--- config.mk ---
export PLATFORM = sky130hd
export DESIGN_NAME = digest_stream_out_flat
export DESIGN_NICKNAME = d
export VERILOG_FILES = /design/src/rtl/digest_stream_out_if.sv /design/src/rtl/digest_stream_out.sv /design/src/flat_wrapper.sv
export SDC_FILE = /design/constraint.sdc
export NUM_CORES = 1
export LEC_CHECK = 0
export BUFFER_PORTS_ARGS = -buffer_cell sky130_fd_sc_hd__buf_2
export CAP_MARGIN = 10
export CELL_PAD_IN_SITES_DETAIL_PLACEMENT = 1
export CELL_PAD_IN_SITES_GLOBAL_PLACEMENT = 1
export CORE_ASPECT_RATIO = 0.7
export CORE_MARGIN = 2
export CORE_UTILIZATION = 46
export DETAILED_ROUTE_END_ITERATION = 10
export GPL_TIMING_DRIVEN = 0
export PLACE_DENSITY_LB_ADDON = 0.3
export SLEW_MARGIN = 10
export SYNTH_ARGS = -nofsm -noshare
export SYNTH_HDL_FRONTEND = slang
export SYNTH_SLANG_ARGS = --single-unit
--- constraint.sdc ---
create_clock -name clk -period 4.1 [get_ports clk]
set_clock_uncertainty 0.15 [all_clocks]
set_input_delay 0.615 -clock clk [delete_from_list [all_inputs] [get_ports clk]]
set_output_delay 0.615 -clock clk [all_outputs]
set_load 0.02 [all_outputs]
--- src/rtl/digest_stream_out_if.sv ---
// Valid/ready word stream carrying digest words from the serializer to its sink.
interface digest_stream_out_if #(
    parameter int unsigned WORD_W = 32
);
    logic [WORD_W-1:0] out_data;
    logic              out_valid;
    logic              out_ready;
    logic              out_last;

    modport master (
        output out_data,
        output out_valid,
        output out_last,
        input  out_ready
    );

    modport slave (
        input  out_data,
        input  out_valid,
        input  out_last,
        output out_ready
    );
endinterface

--- src/rtl/digest_stream_out.sv ---
// Captures a hash digest on the rising edge of start and streams it MS word first
// over a valid/ready interface; start events that arrive mid-stream set a sticky overrun.
module digest_stream_out #(
    parameter int unsigned DIGEST_W = 512,
    parameter int unsigned WORD_W   = 32
) (
    input  logic                     clk,
    input  logic                     reset,
    input  logic                     start,
    input  logic [DIGEST_W-1:0]      digest_in,
    digest_stream_out_if.master      out_if,
    output logic                     busy,
    output logic                     overrun,
    input  logic                     overrun_clr
);

    localparam int unsigned N_WORDS = DIGEST_W / WORD_W;
    localparam int unsigned CNT_W   = (N_WORDS > 1) ? $clog2(N_WORDS) : 1;
    localparam logic [CNT_W-1:0] LAST_IDX = CNT_W'(N_WORDS - 1);
    localparam logic ONE_WORD = (N_WORDS == 1);

    typedef enum logic {
        IDLE   = 1'b0,
        STREAM = 1'b1
    } state_e;

    state_e              state_q, state_d;
    logic [DIGEST_W-1:0] shift_q, shift_d;
    logic [CNT_W-1:0]    cnt_q, cnt_d;
    logic                valid_q, valid_d;
    logic                last_q, last_d;
    logic                overrun_q, overrun_d;
    logic                start_prev_q, start_prev_d;
    logic                prev_vld_q, prev_vld_d;

    logic start_evt;
    logic xfer;
    logic final_xfer;

    // start_prev only counts as history once start has been seen low after reset,
    // so a start already high at reset release never fires.
    assign start_evt  = start & ~start_prev_q & prev_vld_q;
    assign xfer       = valid_q & out_if.out_ready;
    assign final_xfer = xfer & (cnt_q == LAST_IDX);

    always_ff @(posedge clk or negedge reset) begin
        if (!reset) begin
            state_q      <= IDLE;
            shift_q      <= '0;
            cnt_q        <= '0;
            valid_q      <= 1'b0;
            last_q       <= 1'b0;
            overrun_q    <= 1'b0;
            start_prev_q <= 1'b0;
            prev_vld_q   <= 1'b0;
        end else begin
            state_q      <= state_d;
            shift_q      <= shift_d;
            cnt_q        <= cnt_d;
            valid_q      <= valid_d;
            last_q       <= last_d;
            overrun_q    <= overrun_d;
            start_prev_q <= start_prev_d;
            prev_vld_q   <= prev_vld_d;
        end
    end

    always_comb begin
        state_d      = state_q;
        shift_d      = shift_q;
        cnt_d        = cnt_q;
        valid_d      = valid_q;
        last_d       = last_q;
        overrun_d    = overrun_q;
        start_prev_d = start;
        prev_vld_d   = prev_vld_q | ~start;

        if (overrun_clr) begin
            overrun_d = 1'b0;
        end

        unique case (state_q)
            IDLE: begin
                if (start_evt) begin
                    shift_d = digest_in;
                    cnt_d   = '0;
                    valid_d = 1'b1;
                    last_d  = ONE_WORD;
                    state_d = STREAM;
                end
            end
            STREAM: begin
                if (final_xfer) begin
                    // A new digest landing exactly on the final transfer is taken without a gap.
                    if (start_evt) begin
                        shift_d = digest_in;
                        cnt_d   = '0;
                        valid_d = 1'b1;
                        last_d  = ONE_WORD;
                    end else begin
                        valid_d = 1'b0;
                        last_d  = 1'b0;
                        state_d = IDLE;
                    end
                end else begin
                    if (xfer) begin
                        shift_d = shift_q << WORD_W;
                        cnt_d   = cnt_q + CNT_W'(1);
                        last_d  = ((cnt_q + CNT_W'(1)) == LAST_IDX);
                    end
                    if (start_evt) begin
                        overrun_d = 1'b1;
                    end
                end
            end
            default: begin
                state_d = IDLE;
                valid_d = 1'b0;
                last_d  = 1'b0;
            end
        endcase
    end

    assign out_if.out_data  = shift_q[DIGEST_W-1 -: WORD_W];
    assign out_if.out_valid = valid_q;
    assign out_if.out_last  = last_q;
    assign busy             = valid_q;
    assign overrun          = overrun_q;

endmodule

--- src/flat_wrapper.sv ---
// flat-port wrapper written by rule: the top's interface ports become plain ports
module digest_stream_out_flat 
#(
    parameter int unsigned DIGEST_W = 512,
    parameter int unsigned WORD_W   = 32
)
  (clk, reset, start, digest_in, busy, overrun, overrun_clr, out_if_out_data, out_if_out_valid, out_if_out_last, out_if_out_ready);
  digest_stream_out_if #(.WORD_W(WORD_W)) out_if_i ();
  input  logic clk;
  input  logic reset;
  input  logic start;
  input  logic [DIGEST_W-1:0] digest_in;
  output logic busy;
  output logic overrun;
  input  logic overrun_clr;
  output wire logic [$bits(out_if_i.out_data)-1:0] out_if_out_data;
  output wire logic [$bits(out_if_i.out_valid)-1:0] out_if_out_valid;
  output wire logic [$bits(out_if_i.out_last)-1:0] out_if_out_last;
  input wire logic [$bits(out_if_i.out_ready)-1:0] out_if_out_ready;
  assign out_if_out_data = out_if_i.out_data;
  assign out_if_out_valid = out_if_i.out_valid;
  assign out_if_out_last = out_if_i.out_last;
  assign out_if_i.out_ready = out_if_out_ready;
  digest_stream_out #(.DIGEST_W(DIGEST_W), .WORD_W(WORD_W)) u_core (.clk(clk), .reset(reset), .start(start), .digest_in(digest_in), .out_if(out_if_i), .busy(busy), .overrun(overrun), .overrun_clr(overrun_clr));
endmodule
==> Yosys cells after proc, flatten, opt, wreduce, memory -nomap -nowiden <==
Cells that the tools add are included.
{ "classes": {"muxes": 22, "addsub": 1, "reduce_logical": 2, "bitwise": 8, "eq_ne": 5} }
{ "ops": {"columns": ["op", "count"], "rows": [
  ["512-bit 2-to-1 mux", 3],
  ["512-bit one-hot mux with 2 select lines", 1],
  ["4-bit 2-to-1 mux", 3],
  ["1-bit 2-to-1 mux", 11],
  ["4-bit equality test, second input constant", 2],
  ["4-bit one-hot mux with 2 select lines", 1],
  ["1-bit one-hot mux with 2 select lines", 3],
  ["4-bit by 1-bit adder with 4-bit output, second input constant", 1],
  ["1-bit AND", 4],
  ["2-bit AND reduction", 2],
  ["3-bit != test, second input constant", 1],
  ["1-bit NOT", 3],
  ["2-bit by 1-bit != test with 1-bit output, second input constant", 1],
  ["2-bit != test, second input constant", 1],
  ["1-bit bitwise OR", 1]
]} }
{ "totals": {"out_inout_bits": 36, "word_cells": 46, "in_bits": 517, "regBits": 522} }

==> Depth between registers and ports, before layout <==
{ "depth": {"depth_word": 6, "depth_mapped": 8, "depth_no_buf": 5} }

==> Worst setup path after synthesis <==
OpenSTA, ideal clock, no wires.
{ "synth_timing": {"kind": "reg2reg", "startpoint": "register u_core.cnt_q[0]", "endpoint": "register u_core.shift_q[52]", "required_ns": 3.826, "t_arrival_ns": 1.671, "synth_period_minus_slack_ns": 1.944, "stages_incl_launch_ff": 9, "setup_time_ns": 0.124, "path_buffers": 3, "setup_slack_ns": 2.156, "cell_sequence": "dfrtp_1 > ha_1 > nand4b_1 > o32a_1 > buf_6 > buf_12 > buf_12 > o22ai_2 > a21oi_1"} }
{ "synth_between": {"elab_chain_cells": 4, "elab_cells_between_ends": 5, "cone_classes": "eq/ne (2); mux (2); bitwise (1)"} }
{ "synth_lines": {"columns": ["item", "line", "text"], "rows": [
  ["start, declared", "digest_stream_out.sv:29", "logic [CNT_W-1:0] cnt_q, cnt_d;"],
  ["start signal, assigned", "digest_stream_out.sv:59", "cnt_q <= cnt_d;"],
  ["4-bit equality test (*)", "digest_stream_out.sv:44", "assign final_xfer = xfer & (cnt_q == LAST_IDX);"],
  ["1-bit AND (*)", "digest_stream_out.sv:44", null],
  ["512-bit 2-to-1 mux", "digest_stream_out.sv:93", "if (final_xfer) begin"],
  ["512-bit one-hot mux with 2 select lines", "digest_stream_out.sv:82", "unique case (state_q)"],
  ["end signal, assigned", "digest_stream_out.sv:58", "shift_q <= shift_d;"],
  ["end, declared", "digest_stream_out.sv:28", "logic [DIGEST_W-1:0] shift_q, shift_d;"]
]} }
Mark *: on every way between the ends. The rest lies on a longest branch, timed or not.
A chain may end at the register's enable or synchronous reset.

==> Worst setup path after layout <==
{ "layout_timing": {"startpoint": "register u_core.cnt_q[0]", "endpoint": "register u_core.shift_q[490]"} }
The elaborated chain is that of the path after synthesis.

==> results.toml <==
[setup_path]
cp-end-kind = "flop"
worstPathMaxFanout = 11
cp.arrival_ns = 3.08
worstPathRequired_ns = 4.40
reg2reg_setup_slack_ns = 1.33
crit_type = "flop to flop"
worst_r2r_path_depth = 8
worstReg2RegEnd = "u_core.shift_q[490]"
r2r_start = "u_core.cnt_q[0]"
critPathLaunchType = "flop"

[clocking]
post_cts_buffers = 0
cts_hold_buf = 2
clk_latency_ns = 0.61
clkSinkCount = 522
clk_path_buf_depth = 3
numCtsBuffers = 53
htree_levels = 2
cts_resized = 0
cts_tree = "done"
clkTransAtPathRegs_ns = 0.07
clockRootBuffer = "clkbuf_16"

[placed_design]
dp_cells = 3516
dp_hpwl_um = 66600
port_buffers = 552
place_congestion = 0.916

[detailed_routing]
drc_errors = 0
dr.pass1.iters = 5
wl_um = 90000
wl_per_cell_um = 24.6
postRouteAntennaNets = 0
vias = 20314
drt_iter0_drc = 1322
viasPerCell = 5.55

[global_routing]
gr-usage-met3_pct = 8.53
antenna_found_initial = 69
met2_usage_pct = 52.4
top_usage_layer = "met2"
grt_pass1_wl_um = 133000
overflow = 0
track_usage_pct = 31.0
met1_usage_pct = 38.4
grt_start_max_net_pins = 102
grt_pass1_vias = 22484

[worst_hold_path]
hold_depth = 2
hold_end = "u_core.overrun"
hold_path.class = "input pin to flop"
min_from = "overrun_clr"

[power]
p_per_area_nw_per_um2 = 652
p_leak_nw = 15.5
peakVddDrop_mv = 0.333

[layout]
syn_to_final_growth_pct = 22.8
instances_no_fill = 3663
final_net_count = 3362
finish.utilization_pct = 57.4
drive_gt1_share_pct = 42.9

[die]
die_w_um = 283
start_util_pct = 46.7
fp-row-count = 71
dieArea_um2 = 56600
core-area_um2 = 53800
io_pins = 553
die_h_um = 200

[logic_synthesis]
synth.distinct_cells = 34
syn_nets = 2748
synth_warnings = 0
synth_mux_area_share_pct = 0
yosysSeqAreaShare_pct = 51.9
synth_top_family_by_area = "compound AO/OA/AOI/OAI gates"
synthTopCellsByArea = "dfrtp_1, o22ai_2, a21oi_1"
synth_compound_area_share_pct = 33.1
synth_top_area_share_pct = 51.9
ys.flop_type = "dfrtp_1"
synth_seq_cells = 522
synth_area_um2 = 25100
async_flop_share_pct = 100
synth_simple_gate_area_share_pct = 0.736
synth_xor_area_share_pct = 0.0697
synth-edff-count = 0
synthAdderAreaFrac_pct = 0.0995
ys_top_cells_by_count = "dfrtp_1, inv_1, a21oi_1"
netlist_instances = 2229
synth_area_per_cell_um2 = 11.3
yosysMostFrequentCell = "dfrtp_1"
synth_top_area_cell = "dfrtp_1"

[timing]
hold_ws_ns = 0.0482
tightest_slew_ns = 0.694
layout_min_cycle_time_ns = 2.77
slew_viol_final = 0
hold_viol = 0
setup_viol = 0
max_freq_mhz = 361
slew_headroom_pct = 53.7
grt_setup_unrepaired = "false"
final.period_utilization_pct = 67.6

[status]
status = "completed"

[job]
drv_cap = 0
## placed cells by master, fill, tap and decap left out, types with 2 or more instances in the layout
| cell | instances |
|---|---|
| dlygate4sd3_1 | 2 |
| a21oi_1 | 469 |
| clkbuf_1 | 26 |
| nor2_1 | 14 |
| dfrtp_1 | 522 |
| buf_4 | 37 |
| clkbuf_8 | 13 |
| o22ai_1 | 61 |
| diode_2 | 51 |
| a22o_1 | 33 |
| xor2_1 | 2 |
| nand3_1 | 4 |
| clkinvlp_4 | 2 |
| nand3_2 | 2 |
| buf_2 | 654 |
| nand2_1 | 9 |
| a32o_1 | 2 |
| o22ai_2 | 410 |
| o21ai_0 | 2 |
| ha_1 | 2 |
| clkbuf_16 | 53 |
| clkinv_2 | 4 |
| a221o_1 | 11 |
| bufinv_16 | 5 |
| buf_6 | 3 |
| buf_16 | 5 |
| buf_12 | 44 |
| buf_1 | 5 |
| inv_1 | 471 |
## worst max path at each step
stage	from	end	slack, ns
2_1_floorplan	u_core.cnt_q[0]	u_core.shift_q[52]	2.16
6_report	u_core.cnt_q[0]	u_core.shift_q[490]	1.33
3_3_place_gp	reset	u_core.shift_q[249]	-8.52
3_5_place_dp	reset	u_core.shift_q[249]	1.43
5_1_grt	reset	u_core.shift_q[141]	1.26
4_1_cts	u_core.cnt_q[0]	u_core.shift_q[490]	1.39
## registers in the layout (all words and copies together) (netlist names)
register                count
u_core.shift_q            512
u_core.out_if.out_last      1
u_core.busy                 1
u_core.state_q              1
u_core.overrun              1
u_core.prev_vld_q           1
u_core.cnt_q                4
u_core.start_prev_q         1
## through the flow
stage / setup TNS, ns / area [um^2] / setup WS, ns / power [mW]
after detailed placement: 0 / 29000 / 1.43 / 14.9
after global routing: 0 / 30800 / 1.26 / 21.2
after CTS: 0 / 30800 / 1.39 / 20.1
after floorplan: 0 / 25100 / 2.16 / 12.5
final: 0 / 30900 / 1.33 / 20.1
after global placement: -4404.09 / 28800 / -8.52 / 14.5
## power breakdown
group          switching, mW  total [mW]  internal [mW]
sequential              1.68        8.79           7.11
clock                   2.16        5.09           2.93
combinational           3.65        6.24           2.59
## routing by layer
layer  vias up  wire length, um
met5         -              255
met4        40             2360
met3       189             6280
met2       617            44800
met1     10514            36300
li1       8954                -
## logic make-up after synthesis
logic type | after synthesis
simple gates | 37
fa+ha+maj | 2
compound gates | 993
flops | 522
xor+xnor | 2
buf+inv | 673
## worst max-delay path, stage by stage (launching register included)
cell	delay (ns)
dfrtp_1	0.44
ha_1	0.33
nand3_2	0.16
nand2_1	0.15
a22o_1	0.14
buf_2	0.33
buf_2	0.43
buf_2	0.34
a21oi_1	0.16
## area by class of cell
cell class                 count  area (um^2)
multi-input combinational   1034         8550
clock buffer                  82         1570
tap                          730          913
fill                        6028        23000
clock inverter                12          194
buffer                       202         1760
antenna                       51          128
inverter                     471         1770
timing repair buffer         559         2930
sequential                   522        13100
No activity file was read; power rests on OpenSTA's default activity.
